[src/rtl/fetch_pc_unit_if.sv]
// fetch_pc_unit_if: control and status bundle between the fetch PC unit
// (slave) and the decode/execute/exception logic that steers it (master).
// The misalign signal exists only when PC_ALIGN_CHECK_EN is defined.
interface fetch_pc_unit_if #(
  parameter int XLEN      = 32,
  parameter int RAS_DEPTH = 4
) ();
  localparam int CW = $clog2(RAS_DEPTH + 1);

  logic            stall;
  logic            exc_valid;
  logic            jump_valid;
  logic [XLEN-1:0] jump_target;
  logic            call;
  logic            ret_valid;
  logic [XLEN-1:0] pc_out;
  logic [XLEN-1:0] pc_plus_inc;
  logic [CW-1:0]   ras_count;
  logic            ras_empty;
  logic            ras_underflow;
`ifdef PC_ALIGN_CHECK_EN
  logic            misalign;
`endif

  modport slave (
    input  stall, exc_valid, jump_valid, jump_target, call, ret_valid,
    output pc_out, pc_plus_inc, ras_count, ras_empty, ras_underflow
`ifdef PC_ALIGN_CHECK_EN
    , output misalign
`endif
  );

  modport master (
    output stall, exc_valid, jump_valid, jump_target, call, ret_valid,
    input  pc_out, pc_plus_inc, ras_count, ras_empty, ras_underflow
`ifdef PC_ALIGN_CHECK_EN
    , input misalign
`endif
  );
endinterface

[src/rtl/fetch_pc_unit.sv]
// fetch_pc_unit: fetch-stage PC register with prioritised next-PC selection
// (exception > stall > return > jump > sequential) and a circular
// return-address stack. Optional feature macro: PC_ALIGN_CHECK_EN, which
// rejects redirect targets whose low two bits are non-zero and raises a
// one-cycle misalign pulse instead.
module fetch_pc_unit #(
  parameter int              XLEN         = 32,
  parameter logic [XLEN-1:0] RESET_VECTOR = 32'h0000_0000,
  parameter logic [XLEN-1:0] EXC_VECTOR   = 32'h0000_0010,
  parameter int              INC          = 4,
  parameter int              RAS_DEPTH    = 4
) (
  input logic           clk,
  input logic           rst,
  fetch_pc_unit_if.slave bus
);
  localparam int CW = $clog2(RAS_DEPTH + 1);
  localparam int PW = $clog2(RAS_DEPTH);

`ifdef PC_ALIGN_CHECK_EN
  function automatic logic is_misaligned(input logic [XLEN-1:0] addr);
    return (addr[1:0] != 2'b00);
  endfunction
`endif

  logic [XLEN-1:0] pc_out_r;
  logic [XLEN-1:0] pc_plus_inc_s;
  logic [XLEN-1:0] pc_nxt_s;
  logic [CW-1:0]   cnt_r;
  logic [CW-1:0]   cnt_nxt_s;
  logic [PW-1:0]   tos_r;       // next free slot; top entry sits one below
  logic [PW-1:0]   tos_nxt_s;
  logic [PW-1:0]   top_idx_s;
  logic            push_s;
  logic            empty_r;
  logic            uf_r;
  logic            uf_nxt_s;
  logic [XLEN-1:0] ras_mem_r [RAS_DEPTH];
`ifdef PC_ALIGN_CHECK_EN
  logic            mis_r;
  logic            mis_nxt_s;
`endif

  assign pc_plus_inc_s = pc_out_r + XLEN'(INC);
  assign top_idx_s     = tos_r - PW'(1);

  // Next-PC selection and RAS bookkeeping in priority order.
  always_comb begin
    pc_nxt_s  = pc_plus_inc_s;
    cnt_nxt_s = cnt_r;
    tos_nxt_s = tos_r;
    push_s    = 1'b0;
    uf_nxt_s  = 1'b0;
`ifdef PC_ALIGN_CHECK_EN
    mis_nxt_s = 1'b0;
`endif
    if (bus.exc_valid) begin
      pc_nxt_s = EXC_VECTOR;
    end else if (bus.stall) begin
      pc_nxt_s = pc_out_r;
    end else if (bus.ret_valid) begin
      if (cnt_r == CW'(0)) begin
        pc_nxt_s = EXC_VECTOR;
        uf_nxt_s = 1'b1;
      end else begin
        cnt_nxt_s = cnt_r - CW'(1);
        tos_nxt_s = top_idx_s;
`ifdef PC_ALIGN_CHECK_EN
        if (is_misaligned(ras_mem_r[top_idx_s])) begin
          pc_nxt_s  = EXC_VECTOR;
          mis_nxt_s = 1'b1;
        end else begin
          pc_nxt_s = ras_mem_r[top_idx_s];
        end
`else
        pc_nxt_s = ras_mem_r[top_idx_s];
`endif
      end
    end else if (bus.jump_valid) begin
      if (bus.call) begin
        // A full stack keeps its count; the wrapped pointer overwrites the oldest entry.
        push_s    = 1'b1;
        tos_nxt_s = tos_r + PW'(1);
        cnt_nxt_s = (cnt_r == CW'(RAS_DEPTH)) ? cnt_r : (cnt_r + CW'(1));
      end else begin
        push_s = 1'b0;
      end
`ifdef PC_ALIGN_CHECK_EN
      if (is_misaligned(bus.jump_target)) begin
        pc_nxt_s  = EXC_VECTOR;
        mis_nxt_s = 1'b1;
      end else begin
        pc_nxt_s = bus.jump_target;
      end
`else
      pc_nxt_s = bus.jump_target;
`endif
    end else begin
      pc_nxt_s = pc_plus_inc_s;
    end
  end

  // PC, stack pointer/count and status pulses; reset clears all control state.
  always_ff @(posedge clk or posedge rst) begin
    if (rst) begin
      pc_out_r <= RESET_VECTOR;
      cnt_r    <= CW'(0);
      tos_r    <= PW'(0);
      empty_r  <= 1'b1;
      uf_r     <= 1'b0;
`ifdef PC_ALIGN_CHECK_EN
      mis_r    <= 1'b0;
`endif
    end else begin
      pc_out_r <= pc_nxt_s;
      cnt_r    <= cnt_nxt_s;
      tos_r    <= tos_nxt_s;
      empty_r  <= (cnt_nxt_s == CW'(0));
      uf_r     <= uf_nxt_s;
`ifdef PC_ALIGN_CHECK_EN
      mis_r    <= mis_nxt_s;
`endif
    end
  end

  // Return-address storage; contents are irrelevant after reset, so no reset here.
  always_ff @(posedge clk) begin
    if (push_s) begin
      ras_mem_r[tos_r] <= pc_plus_inc_s;
    end
  end

  assign bus.pc_out        = pc_out_r;
  assign bus.pc_plus_inc   = pc_plus_inc_s;
  assign bus.ras_count     = cnt_r;
  assign bus.ras_empty     = empty_r;
  assign bus.ras_underflow = uf_r;
`ifdef PC_ALIGN_CHECK_EN
  assign bus.misalign      = mis_r;
`endif
endmodule

[src/flat_wrapper.sv]
// flat-port wrapper written by rule: the top's interface ports become plain ports
module fetch_pc_unit_flat 
#(
  parameter int              XLEN         = 32,
  parameter logic [XLEN-1:0] RESET_VECTOR = 32'h0000_0000,
  parameter logic [XLEN-1:0] EXC_VECTOR   = 32'h0000_0010,
  parameter int              INC          = 4,
  parameter int              RAS_DEPTH    = 4
)
  (clk, rst, bus_stall, bus_exc_valid, bus_jump_valid, bus_jump_target, bus_call, bus_ret_valid, bus_pc_out, bus_pc_plus_inc, bus_ras_count, bus_ras_empty, bus_ras_underflow);
  fetch_pc_unit_if #(.XLEN(XLEN), .RAS_DEPTH(RAS_DEPTH)) bus_i ();
  input logic clk;
  input logic rst;
  input wire logic [$bits(bus_i.stall)-1:0] bus_stall;
  input wire logic [$bits(bus_i.exc_valid)-1:0] bus_exc_valid;
  input wire logic [$bits(bus_i.jump_valid)-1:0] bus_jump_valid;
  input wire logic [$bits(bus_i.jump_target)-1:0] bus_jump_target;
  input wire logic [$bits(bus_i.call)-1:0] bus_call;
  input wire logic [$bits(bus_i.ret_valid)-1:0] bus_ret_valid;
  output wire logic [$bits(bus_i.pc_out)-1:0] bus_pc_out;
  output wire logic [$bits(bus_i.pc_plus_inc)-1:0] bus_pc_plus_inc;
  output wire logic [$bits(bus_i.ras_count)-1:0] bus_ras_count;
  output wire logic [$bits(bus_i.ras_empty)-1:0] bus_ras_empty;
  output wire logic [$bits(bus_i.ras_underflow)-1:0] bus_ras_underflow;
  assign bus_i.stall = bus_stall;
  assign bus_i.exc_valid = bus_exc_valid;
  assign bus_i.jump_valid = bus_jump_valid;
  assign bus_i.jump_target = bus_jump_target;
  assign bus_i.call = bus_call;
  assign bus_i.ret_valid = bus_ret_valid;
  assign bus_pc_out = bus_i.pc_out;
  assign bus_pc_plus_inc = bus_i.pc_plus_inc;
  assign bus_ras_count = bus_i.ras_count;
  assign bus_ras_empty = bus_i.ras_empty;
  assign bus_ras_underflow = bus_i.ras_underflow;
  fetch_pc_unit #(.XLEN(XLEN), .RESET_VECTOR(RESET_VECTOR), .EXC_VECTOR(EXC_VECTOR), .INC(INC), .RAS_DEPTH(RAS_DEPTH)) u_core (.clk(clk), .rst(rst), .bus(bus_i));
endmodule
[config.mk]
export PLATFORM = sky130hd
export DESIGN_NAME = fetch_pc_unit_flat
export DESIGN_NICKNAME = d
export VERILOG_FILES = /design/src/rtl/fetch_pc_unit_if.sv /design/src/rtl/fetch_pc_unit.sv /design/src/flat_wrapper.sv
export SDC_FILE = /design/constraint.sdc
export NUM_CORES = 1
export LEC_CHECK = 0
export CAP_MARGIN = 30
export CORE_AREA = 2 2 186 97
export CTS_CLUSTER_DIAMETER = 120
export CTS_CLUSTER_SIZE = 14
export DETAILED_ROUTE_END_ITERATION = 8
export DIE_AREA = 0 0 188 99
export PLACE_DENSITY = 0.79
export SLEW_MARGIN = 10
export SYNTH_ARGS = -nofsm -noshare
export SYNTH_HDL_FRONTEND = slang
export SYNTH_SLANG_ARGS = --single-unit
[constraint.sdc]
create_clock -name clk -period 7.6 [get_ports clk]
set_clock_uncertainty 0.05 [all_clocks]
set_input_delay 1.52 -clock clk [delete_from_list [all_inputs] [get_ports clk]]
set_output_delay 1.52 -clock clk [all_outputs]
set_load 0.02 [all_outputs]
Word-level counts from Yosys, hierarchy flattened
Memory sizes are Yosys's and may differ from the RTL's.
Cells that the tools add are included.
{ "word_totals": {"ff_bits": 39, "memories": 1, "inputBits": 39, "ramBits": 128, "output_inout_bits": 69, "elab_cells": 48} }
{ "classes": {"add_sub_neg": 5, "muxes": 27, "reduce_logical": 5, "bitwise_logic": 2, "eq_ne": 3} }
{ "mem_list": {"columns": ["memory", "depth", "word_bits", "read_ports", "rd_ports_with_merged_regs", "write_ports", "line_no", "source"], "rows": [
  ["u_core.ras_mem_r", 4, 32, 1, 0, 1, "fetch_pc_unit.sv:38", "logic [XLEN-1:0] ras_mem_r [RAS_DEPTH];"]
]} }
{ "op_table": {"columns": ["operator", "n"], "rows": [
  ["two-way mux 32 bit", 5],
  ["adder 32 x 3 -> 32 bit (second input constant)", 1],
  ["two-way mux 3 bit", 7],
  ["two-way mux 1 bit", 11],
  ["two-way mux 2 bit", 4],
  ["logical NOT 3 bit", 2],
  ["AND reduction 5 bit", 1],
  ["nonzero test 2 bit", 2],
  ["adder 3 x 1 -> 3 bit (second input constant)", 1],
  ["equality test 3 bit (second input constant)", 1],
  ["subtractor 3 x 1 -> 3 bit (second input constant)", 1],
  ["adder 2 x 1 -> 2 bit (second input constant)", 1],
  ["!= test 2 x 1 -> 1 bit (second input constant)", 1],
  ["!= test 2 bit (second input constant)", 1],
  ["inverter 1 bit", 2],
  ["subtractor 2 x 1 -> 2 bit (second input constant)", 1]
]} }

Logic depth before layout (Yosys ltp)
Gate-level depths: netlist of run 1.
{ "logic_depth": {"ltp_word": 8, "ltp_mapped": 11, "ltp_nobuf": 7} }

Least setup slack after synthesis of run 1
No wires, ideal clock.
{ "synth_path": {"kind": "register -> output", "start": "register u_core.pc_out_r[7], in the netlist u_core.bus.pc_out[7]", "end": "output bus_pc_plus_inc[21]", "path_buffers": 0, "stages_incl_launch_ff": 5, "setup_slack_ns": 3.875, "arrival_time_ns": 2.155, "required_time_ns": 6.030, "path_cell_list": "dfrtp_1 nand4_4 or4_2 nor3_2 xor2_1"} }
{ "synth_via": {"elab_chain_len": 1} }
{ "synth_rtl": {"columns": ["element", "line_no", "source"], "rows": [
  ["start: declaration", "fetch_pc_unit.sv:26", "logic [XLEN-1:0] pc_out_r;"],
  ["start signal: assignment", "fetch_pc_unit.sv:115", "pc_out_r <= pc_nxt_s;"],
  ["adder 32 x 3 -> 32 bit", "fetch_pc_unit.sv:44", "assign pc_plus_inc_s = pc_out_r + XLEN'(INC);"],
  ["end: declaration", "flat_wrapper.sv:21", "output wire logic [$bits(bus_i.pc_plus_inc)-1:0] bus_pc_plus_inc;"]
]} }
No other way between the ends.

Worst setup path after layout of run 1
{ "layout_path": {"start": "register u_core.pc_out_r[2], in the netlist u_core.bus.pc_out[2]", "end": "output bus_pc_plus_inc[26]"} }
Same word-level chain as after synthesis.

==> results.md, run 1 <==
- Global-route wire length before repair: 33.4 mm
- Final critical-path required period: 5120 ps
- Floorplan core area: 0.0170 mm^2
- Die span in x: 188 um
- Net count reported at finish: 751
- Worst Path Required: 6030 ps
- Maximum clock path buffer count: 2
- Critical path's top delay family: simple AND/OR/NAND/NOR gates
- Clock input transition at the sequential cells of the worst setup and hold paths: 70 ps
- Worst setup path start: u_core.bus.pc_out[2]
- Ant. Diodes: 0
- Number of antenna-violating nets in the routed design: 0
- Ratio of cells with drive above 1 in the final layout: 12.1%
- Data arrival at the endpoint of the critical path: 3550 ps
- Count of synthesis-stage warnings from yosys: 0
- Destination of the worst register-to-register timing path: u_core.bus.pc_out[26]
- Via count of the first global-routing pass: 5,731
- DR vias: 5,791
- RSZ-0062 raised after global routing: false
- Starting DRT DRC Count: 668
- DR pass1 iterations: 5
- Detailed-route vias per instance: 6.09
- Area growth from synthesis to layout: 24.7%
- Highest achievable clock rate: 195 MHz
- Post-detailed-routing wire length: 21.6 mm
- # rows: 34
- Power density over the cells: 324 mW/mm^2
- Share of the clock period used by the worst path after layout: 67.4%
- Final Hold Violating Endpoints: 0
- Number of max-capacitance violations reported: 0
- Largest fanout of any net on the critical path: 9
- Reg-to-reg startpoint: u_core.tos_r[0]
- Deepest level of the CTS H-tree: 4
- Mapped Avg Cell Area: 13.1 um^2
- Library cells used by synthesis: 67
- Number of buffers created by CTS: 17
- Pin count of the biggest net entering global routing: 40
- Global route total overflow: 0
- Cells after synthesis: 598
- Number of enable flip-flop cells after synthesis: 128
- Total of buffers placed on input and output ports: 107
- Root buffer selected by CTS: clkbuf_16
- Share of flip-flops with an asynchronous set or reset after synthesis: 23.4%
- Setup-failing EPs final: 0
- Most common cell after layout, fill and taps aside: edfxtp_1
- Post-synthesis instance area: 0.00782 mm^2
- Resized Gates After CTS: 0
- Maximum vdd ir drop: 0.201 mV
- Total global-route track usage: 23.8%
- GPL Wtd Cong: 0.915
- Height of the die: 99 um
- Final cell count without fillers: 951
- WL/cell: 22.7 um
- Initial core utilization: 46.1%
- Area of the die: 0.0186 mm^2
- Kind of end point of the critical path: output port
- Crit path to: bus_pc_plus_inc[26]
- Worst R2R Path Depth: 8
- Number of sinks driven by the clock tree: 167
- Most common flop cell mapped by yosys: edfxtp_1
- Logic depth of the worst setup path including buffers: 6
- Final count of pins violating max slew: 0
- Seq cells post-synth: 167
- Leakage power: 3.50 nW
- Min-delay worst type: register to register
- Clock latency on the worst-skew pair: 430 ps
- Sequential-to-total area share from yosys stat: 61.6%
- Placed Cells incl. Taps: 917
- Cell with the largest stage delay on the worst path: clkdlybuf4s50_1
- Number of setup buffers added after CTS: 0
- Antenna violations before repair: 0
- Critical path's largest stage delay: 730 ps
- Max-Slew Margin vs Limit: 32.9%
- Type of the worst setup path: register to output port
- Number of ports placed on the die boundary: 108
- Most used cells in the layout excluding fill and tap cells: edfxtp_1, clkdlybuf4s50_1, nand2_1
- Setup Total Neg Slack: 0 ps
- Syn_nets: 645
- Remaining routing DRC violations: 0
- Crit-path cells: ha_1 > nand4_1 > nor3_2 > nand3_1 > xnor2_1 > clkdlybuf4s50_1
- Outcome: finished clean
- Critical path startpoint category: register
- HPWL reported at the end of detailed placement: 14.4 mm
- TritonCTS clock tree: built
- Reg-to-reg setup timing slack: 4240 ps
- Slew at the pin closest to its max-slew limit: 982 ps
- Critical path buffer and inverter count: 1
- Hold buffer count at CTS: 0
==> routing by layer <==
layer  track usage (%)  part of all wire, %
met3              6.80                   11
met4              7.39                  1.9
met1              34.9                   44
met5                 0                    0
met2              34.4                   43
==> final cells by class <==
class | count | area [um^2]
timing repair buffer | 120 | 1180
clock buffer | 18 | 429
clock inverter | 14 | 183
inverter | 13 | 48.8
tap | 234 | 293
sequential | 167 | 4820
multi-input combinational | 385 | 2800
fill | 1328 | 7220
==> worst reg2reg max path: cells and delay by family (launching register included) <==
| kind | cells | cell delay, ps |
|---|---|---|
| AOI/OAI and AO/OA | 3 | 1270 |
| adders and majority gates | 1 | 680 |
| buffers and inverters | 2 | 580 |
| DFF | 1 | 320 |
| muxes | 1 | 270 |
| and+or+nand+nor | 1 | 60 |
==> through the flow <==
stage	power (W)	setup WS [ps]	area, um^2	hold slack [ps]	utilization [%]
after floorplan	0.00188	3880	7820	446	-
after global placement	0.00223	2790	9120	486	53.7
after detailed placement	0.00226	2660	9120	509	53.7
after CTS	0.00316	2600	9730	530	57.3
after global routing	0.00329	2310	9750	562	57.5
final	0.00316	2480	9750	535	57.5
==> report_power, final <==
group,internal (W),leakage [nW],switching (W)
Sequential,0.00108,1.69,0.0000940
Clock,0.000526,0.295,0.000383
Combinational,0.000469,1.52,0.000606
==> state kept, by name, indices dropped and copies added (netlist names) <==
signal / cells
u_core.ras_mem_r: 128
u_core.bus.pc_out: 32
u_core.bus.ras_count: 3
u_core.tos_r: 2
u_core.bus.ras_empty: 1
u_core.bus.ras_underflow: 1
==> synthesized netlist by cell type (all sizes together), types with 2 or more instances <==
cell type,instances,area [um^2]
and3,8,52.6
o31ai,6,45.0
a21oi,21,105
mux4,11,248
o22a,3,26.3
nand2b,4,25.0
o21ai,23,115
or4,2,16.3
edfxtp,128,3840
ha,8,100
inv,12,45.0
nor4,2,27.5
a22oi,6,45.0
o41ai,2,17.5
a31oi,10,62.6
mux2i,38,380
nor3,22,125
o221ai,4,35.0
dfrtp,38,951
or3,4,27.5
o2111ai,5,43.8
nand4,12,96.3
a32oi,2,17.5
xor2,3,26.3
mux2,8,93.8
nand3,15,87.6
a21o,7,53.8
o22ai,5,31.3
nand2,56,210
a211oi,11,82.6
and2,7,43.8
nor2,23,88.8
o2bb2ai,3,26.3
and4,2,18.8
buf,13,73.8
or2,5,31.3
a221o,2,20.0
clkbuf,20,75.1
nor2b,7,43.8
xnor2,24,210
o31a,3,26.3
a22o,3,26.3
==> cells by family after synthesis <==
| group | after synthesis | synth area share [%] |
|---|---|---|
| buffers and inverters | 46 | 2.53 |
| flip-flops | 167 | 61.6 |
| multiplexers | 57 | 9.23 |
| XOR/XNOR | 27 | 3.02 |
| AND/OR/NAND/NOR | 171 | 11.6 |
| AO/OA/AOI/OAI | 122 | 10.6 |
| adder cells (fa/ha/maj) | 8 | 1.28 |
==> how the worst min path moves through the flow <==
| stage | to | startpoint | slack [ps] | cells past startpoint |
|---|---|---|---|---|
| 2_1_floorplan | u_core.tos_r[1] | u_core.tos_r[1] | 450 | 2 |
| 3_3_place_gp | u_core.tos_r[1] | u_core.tos_r[1] | 490 | 2 |
| 3_5_place_dp | u_core.bus.pc_out[28] | u_core.bus.pc_out[28] | 510 | 1 |
| 4_1_cts | u_core.bus.pc_out[28] | u_core.bus.pc_out[28] | 530 | 1 |
| 5_1_grt | u_core.tos_r[1] | u_core.tos_r[1] | 560 | 2 |
| 6_report | u_core.bus.pc_out[28] | u_core.bus.pc_out[28] | 530 | 1 |
(Power assumes the default switching activity.)
==> inputs of run 2 (changes only) <==
PLACE_DENSITY = 0.82   (was 0.79)
clock period = 4.5 ns   (was 7.6 ns; I/O delays follow)
==> results.md, run 2 (synthesis gave the netlist of run 1 again) <==
- Outcome: finished clean
- Clock input transition at the sequential cells of the worst setup and hold paths: 70 ps (about the same)
- Reg-to-reg startpoint: u_core.tos_r[1]
- Net count reported at finish: 758 (+0.93%)
- Destination of the worst register-to-register timing path: u_core.bus.pc_out[15]
- TritonCTS clock tree: built
- Root buffer selected by CTS: clkbuf_16
- Largest fanout of any net on the critical path: 9 (unchanged)
- Max-Slew Margin vs Limit: 37.9% (+5.1 points)
- Remaining routing DRC violations: 0 (unchanged)
- Floorplan core area: 0.0170 mm^2 (unchanged)
- GPL Wtd Cong: 0.900 (-1.7%)
- Register with the most flip-flops: u_core.ras_mem_r
- Total global-route track usage: 25.1% (+1.3 points)
- Antenna violations before repair: 0 (unchanged)
- Resized Gates After CTS: 0 (unchanged)
- Most common cell after layout, fill and taps aside: edfxtp_1
- Hold Path Sink: u_core.bus.ras_count[0]
- Setup-failing EPs final: 0 (unchanged)
- Hold buffer count at CTS: 0 (unchanged)
- HPWL reported at the end of detailed placement: 15.7 mm (+8.7%)
- WL/cell: 23.9 um (+5.5%)
- Hold-critical path depth: 1 (unchanged)
- Worst Path Required: 3550 ps (-2480 ps)
- Final critical-path required period: 4370 ps
- Reg-to-reg setup timing slack: 1370 ps (-2870 ps)
- Total chip power: 0.00530 W (+68%)
- Number of setup buffers added after CTS: 0 (unchanged)
- Leakage power: 3.53 nW (+0.76%)
- Deepest level of the CTS H-tree: 4 (unchanged)
- Detailed-route vias per instance: 6.23 (+2.3%)
- Slew at the pin closest to its max-slew limit: 931 ps (-50.5 ps)
- Height of the die: 99 um (unchanged)
- Type of the worst setup path: register to output port
- Final count of pins violating max slew: 0 (unchanged)
- Critical path buffer and inverter count: 1 (unchanged)
- Starting DRT DRC Count: 683 (+2.2%)
- Setup Total Neg Slack: 0 ps (unchanged)
- Most used cells in the layout excluding fill and tap cells: edfxtp_1, clkdlybuf4s50_1, nand2_1
- Number of ports placed on the die boundary: 108 (unchanged)
- Highest achievable clock rate: 229 MHz
- Worst R2R Path Depth: 8 (unchanged)
- Maximum clock path buffer count: 2 (unchanged)
- Global route total overflow: 0 (unchanged)
- Ant. Diodes: 0 (unchanged)
- Final Hold Violating Endpoints: 0 (unchanged)
- Number of max-capacitance violations reported: 0 (unchanged)
- Cell with the largest stage delay on the worst path: clkdlybuf4s50_1
- Power density over the cells: 543 mW/mm^2 (+68%)
- RSZ-0062 raised after global routing: false
- DP Worst Slack: 677 ps (-1990 ps)
- Pin count of the biggest net entering global routing: 40 (unchanged)
- Critical path startpoint category: register
- # rows: 34 (unchanged)
- Post-detailed-routing wire length: 22.9 mm (+6.3%)
- Number of buffers created by CTS: 17 (unchanged)
- Ratio of cells with drive above 1 in the final layout: 12.8% (+0.71 points)
- DR pass1 iterations: 7 (+2)
- Crit-path cells: ha_1 > nand4_1 > nor3_2 > nand3_1 > xnor2_1 > clkdlybuf4s50_1
- Critical path's top delay family: simple AND/OR/NAND/NOR gates
- Die span in x: 188 um (unchanged)
- Hold path startpoint: u_core.bus.ras_count[0]
- Data arrival at the endpoint of the critical path: 3420 ps (-130 ps)
- Global-route wire length before repair: 34.5 mm (+3.4%)
- Final WS setup: 135 ps (-2340 ps)
- Via count of the first global-routing pass: 5,704 (-0.47%)
- Clock latency on the worst-skew pair: 430 ps (about the same)
- Total of buffers placed on input and output ports: 107 (unchanged)
- Kind of end point of the critical path: output port
- Maximum vdd ir drop: 0.323 mV (+61%)
- Initial core utilization: 46.1% (unchanged)
- Min-delay worst type: register to register
- Flip-flop count of the largest register after layout: 128 (unchanged)
- Share of the clock period used by the worst path after layout: 97.0%
- Number of sinks driven by the clock tree: 167 (unchanged)
- Critical path's largest stage delay: 680 ps (-50 ps)
- Area growth from synthesis to layout: 24.9%
- Number of antenna-violating nets in the routed design: 0 (unchanged)
- DR vias: 5,965 (+3.0%)
- Area of the die: 0.0186 mm^2 (unchanged)
[run 2: cell count changes in the layout (fill, tap and decap cells not counted), moves of 2 or more]
cell and delta:
clkinv_2 +2, clkinv_4 +2, inv_6 -3, buf_4 +8
[run 2: routing by layer]
layer | track usage, % | wire length [um] | vias up
met1 | 36.7 | 9870 | 2956
li1 | - | - | 2535
met3 | 7.69 | 2730 | 53
met2 | 36.5 | 9910 | 421
met5 | 0 | 0 | -
met4 | 6.84 | 416 | 0
[run 2: area by class of cell]
class / instances / area, um^2
clock inverter: 13 / 146
sequential: 167 / 4820
inverter: 13 / 48.8
clock buffer: 19 / 433
fill: 1295 / 7210
tap: 234 / 293
timing repair buffer: 127 / 1220
multi-input combinational: 385 / 2800
[run 2: how the worst max path moves through the flow]
stage,start,end,slack (ps),cells after the start
2_1_floorplan,u_core.bus.pc_out[7],bus_pc_plus_inc[21],1400,4
3_3_place_gp,u_core.bus.pc_out[2],bus_pc_plus_inc[20],890,6
3_5_place_dp,u_core.bus.pc_out[2],bus_pc_plus_inc[20],680,6
4_1_cts,u_core.bus.pc_out[2],bus_pc_plus_inc[20],220,6
5_1_grt,u_core.bus.pc_out[2],bus_pc_plus_inc[28],20,6
6_report,u_core.bus.pc_out[2],bus_pc_plus_inc[22],130,6
[run 2: worst register-to-register path, delay by kind of cell, from the launching register on]
kind / cells / cell delay [ps]
flip-flops: 1 / 430
multiplexers: 1 / 220
adder cells (fa/ha/maj): 1 / 960
buffers and inverters: 2 / 540
AO/OA/AOI/OAI: 4 / 830
[run 2: per-stage QoR]
| stage | instances | area [um^2] | utilization [%] | hold WS [ps] |
|---|---|---|---|---|
| 2_1_floorplan | 598 | 7820 | - | 446 |
| 3_3_place_gp | 926 | 9190 | 54.1 | 485 |
| 3_5_place_dp | 926 | 9190 | 54.1 | 523 |
| 4_1_cts | 958 | 9770 | 57.5 | 537 |
| 5_1_grt | 958 | 9770 | 57.5 | 574 |
| 6_report | 958 | 9770 | 57.5 | 545 |
[run 2: power breakdown]
group          internal [W]  leakage (nW)  total (W)  switching, W
combinational      0.000800          1.56    0.00186       0.00106
sequential          0.00183          1.69    0.00198      0.000159
clock              0.000826         0.284    0.00146      0.000633
total               0.00345          3.53    0.00530       0.00185
==> inputs of run 3 (changes only) <==
CORE_AREA = 4 4 188 99   (was 2 2 186 97)
DIE_AREA = 0 0 192 103   (was 0 0 188 99)
TNS_END_PERCENT = 1   (was not set)
==> results.md, run 3 (synthesis gave the netlist of run 1 again) <==
- Number of ports placed on the die boundary: 108 (unchanged)
- Register with the most flip-flops: u_core.ras_mem_r
- Remaining routing DRC violations: 0 (unchanged)
- Detailed-route vias per instance: 6.15 (-1.2%)
- Post-detailed-routing wire length: 22.8 mm (-0.52%)
- HPWL reported at the end of detailed placement: 15.5 mm (-0.99%)
- Area growth from synthesis to layout: 25.3%
- Net switching power of the design: 0.00180 W (-3.0%)
- Power density over the cells: 546 mW/mm^2 (+0.53%)
- Most used cells in the layout excluding fill and tap cells: edfxtp_1, clkdlybuf4s50_1, nand2_1
- Final cell area excluding filler cells: 0.00980 mm^2 (+0.33%)
- Worst R2R Path Depth: 8 (unchanged)
- Resized Gates After CTS: 0 (unchanged)
- Clock latency on the worst-skew pair: 430 ps (about the same)
- Flip-flop count of the largest register after layout: 128 (unchanged)
- Hold buffer count at CTS: 0 (unchanged)
- Setup-failing EPs final: 0 (unchanged)
- TritonCTS clock tree: built
- Slew at the pin closest to its max-slew limit: 941 ps (+9.61 ps)
- Floorplan core area: 0.0170 mm^2 (unchanged)
- Global-route wire length before repair: 34.8 mm (+0.88%)
- Largest fanout of any net on the critical path: 9 (unchanged)
- Min-delay worst type: register to register
- Total of buffers placed on input and output ports: 107 (unchanged)
- Leakage power: 3.53 nW (+0.22%)
- Kind of end point of the critical path: output port
- Final critical-path required period: 4280 ps (-89.7 ps)
- Data arrival at the endpoint of the critical path: 3330 ps (-90 ps)
- Number of max-capacitance violations reported: 0 (unchanged)
- Cell-internal power: 0.00355 W (+2.9%)
- Critical path startpoint category: register
- GPL Wtd Cong: 0.944 (+4.9%)
- Number of antenna-violating nets in the routed design: 0 (unchanged)
- Outcome: finished clean
- Clock network fraction of total power: 28.3% (+0.8 points)
- Most common cell after layout, fill and taps aside: edfxtp_1
- Area of the die: 0.0198 mm^2 (+6.3%)
- RSZ-0062 raised after global routing: false
- Root buffer selected by CTS: clkbuf_16
- Via count of the first global-routing pass: 5,902 (+3.5%)
- Total chip power: 0.00535 W (+0.86%)
- Starting DRT DRC Count: 838 (+23%)
- # rows: 34 (unchanged)
- DR vias: 5,898 (-1.1%)
- Worst Path Required: 3550 ps (about the same)
- Share of the clock period used by the worst path after layout: 95.0% (-2.0 points)
- Antenna violations before repair: 0 (unchanged)
- Maximum clock path buffer count: 2 (unchanged)
- Number of buffers created by CTS: 17 (unchanged)
- Final Hold Violating Endpoints: 0 (unchanged)
- Total global-route track usage: 23.8% (-1.3 points)
- Clock input transition at the sequential cells of the worst setup and hold paths: 60 ps (about the same)
- Deepest level of the CTS H-tree: 4 (unchanged)
- Ant. Diodes: 0 (unchanged)
- Number of setup buffers added after CTS: 0 (unchanged)
- WL/cell: 23.8 um (-0.63%)
- Type of the worst setup path: register to output port
- Initial core utilization: 46.1% (unchanged)
- Maximum vdd ir drop: 0.359 mV (+11%)
- Number of sinks driven by the clock tree: 167 (unchanged)
- Setup Total Neg Slack: 0 ps (unchanged)
- Global route total overflow: 0 (unchanged)
- Switching power as a share of total power: 33.6% (-1.3 points)
- Highest achievable clock rate: 234 MHz (+2.1%)
- Final Util: 57.7% (+0.19 points)
- Die span in x: 192 um (+2.1%)
- Net count reported at finish: 760 (+0.26%)
- Part of the power in registers: 37.2% (-0.2 points)
- Height of the die: 103 um (+4.0%)
- Pin count of the biggest net entering global routing: 40 (unchanged)
- Cell area reported after detailed placement: 0.00920 mm^2 (+0.16%)
- Ratio of cells with drive above 1 in the final layout: 12.4% (-0.43 points)
- Combinational share of power: 34.6% (-0.5 points)
- Max-Slew Margin vs Limit: 37.1% (-0.77 points)
- DR pass1 iterations: 5 (-2)
- Final count of pins violating max slew: 0 (unchanged)
- Hold-critical path depth: 2 (+1)
run 3: cell types whose count changed in the layout (fill, tap and decap cells not counted), moves of 2 or more:
cell       previous run  this run
inv_6                 3         0
clkinv_2              3         1
clkinv_4              3         1
clkbuf_1              2         5
bufinv_16             2         4
buf_4                20        22
run 3: path summary, 6_finish.rpt:
path | start | endpoint | slack, ps
hold / removal | u_core.tos_r[1] | u_core.tos_r[1] | 500
setup / recovery | u_core.bus.pc_out[2] | bus_pc_plus_inc[28] | 220
setup reg to reg | u_core.bus.ras_count[1] | u_core.bus.pc_out[21] | 1510
max in group asynchronous | rst | u_core.bus.pc_out[10] | 3130
min in group asynchronous | rst | u_core.bus.pc_out[0] | 870
hold reg to reg | u_core.tos_r[1] | u_core.tos_r[1] | 500
run 3: power by group through the flow:
stage               clock network, W  registers, W  logic, W
CTS                          0.00152       0.00198   0.00184
finish                       0.00151       0.00199   0.00185
detailed placement                 0       0.00201   0.00182
global placement                   0       0.00199   0.00179
floorplan                          0       0.00205   0.00112
global route                 0.00159       0.00200   0.00199
run 3: through the flow:
stage,setup slack [ps],hold WS (ps),std cells
finish,225,503,959
global route,9.48,536,959
CTS,268,502,959
detailed placement,732,490,928
global placement,873,476,928
floorplan,1400,446,598
run 3: per-layer routing:
metal,track usage (%),wire [um],vias up
met5,0,0,-
met2,34.9,9840,409
met1,33.6,9540,2919
met3,8.42,3020,44
met4,7.28,405,0
li1,-,-,2526
run 3: cell type report:
| cell class | instances | area [um^2] |
|---|---|---|
| fill | 1335 | 7170 |
| sequential | 167 | 4820 |
| multi-input combinational | 385 | 2800 |
| timing repair buffer | 129 | 1240 |
| clock buffer | 22 | 444 |
| tap | 234 | 293 |
| clock inverter | 9 | 153 |
| inverter | 13 | 48.8 |
run 3: worst max-delay path, stage by stage, from the launching register on:
cell	delay (ps)
dfrtp_1	450
ha_1	270
nand4_1	180
nor3_2	610
nand4_1	270
xnor2_1	430
clkdlybuf4s50_1	690
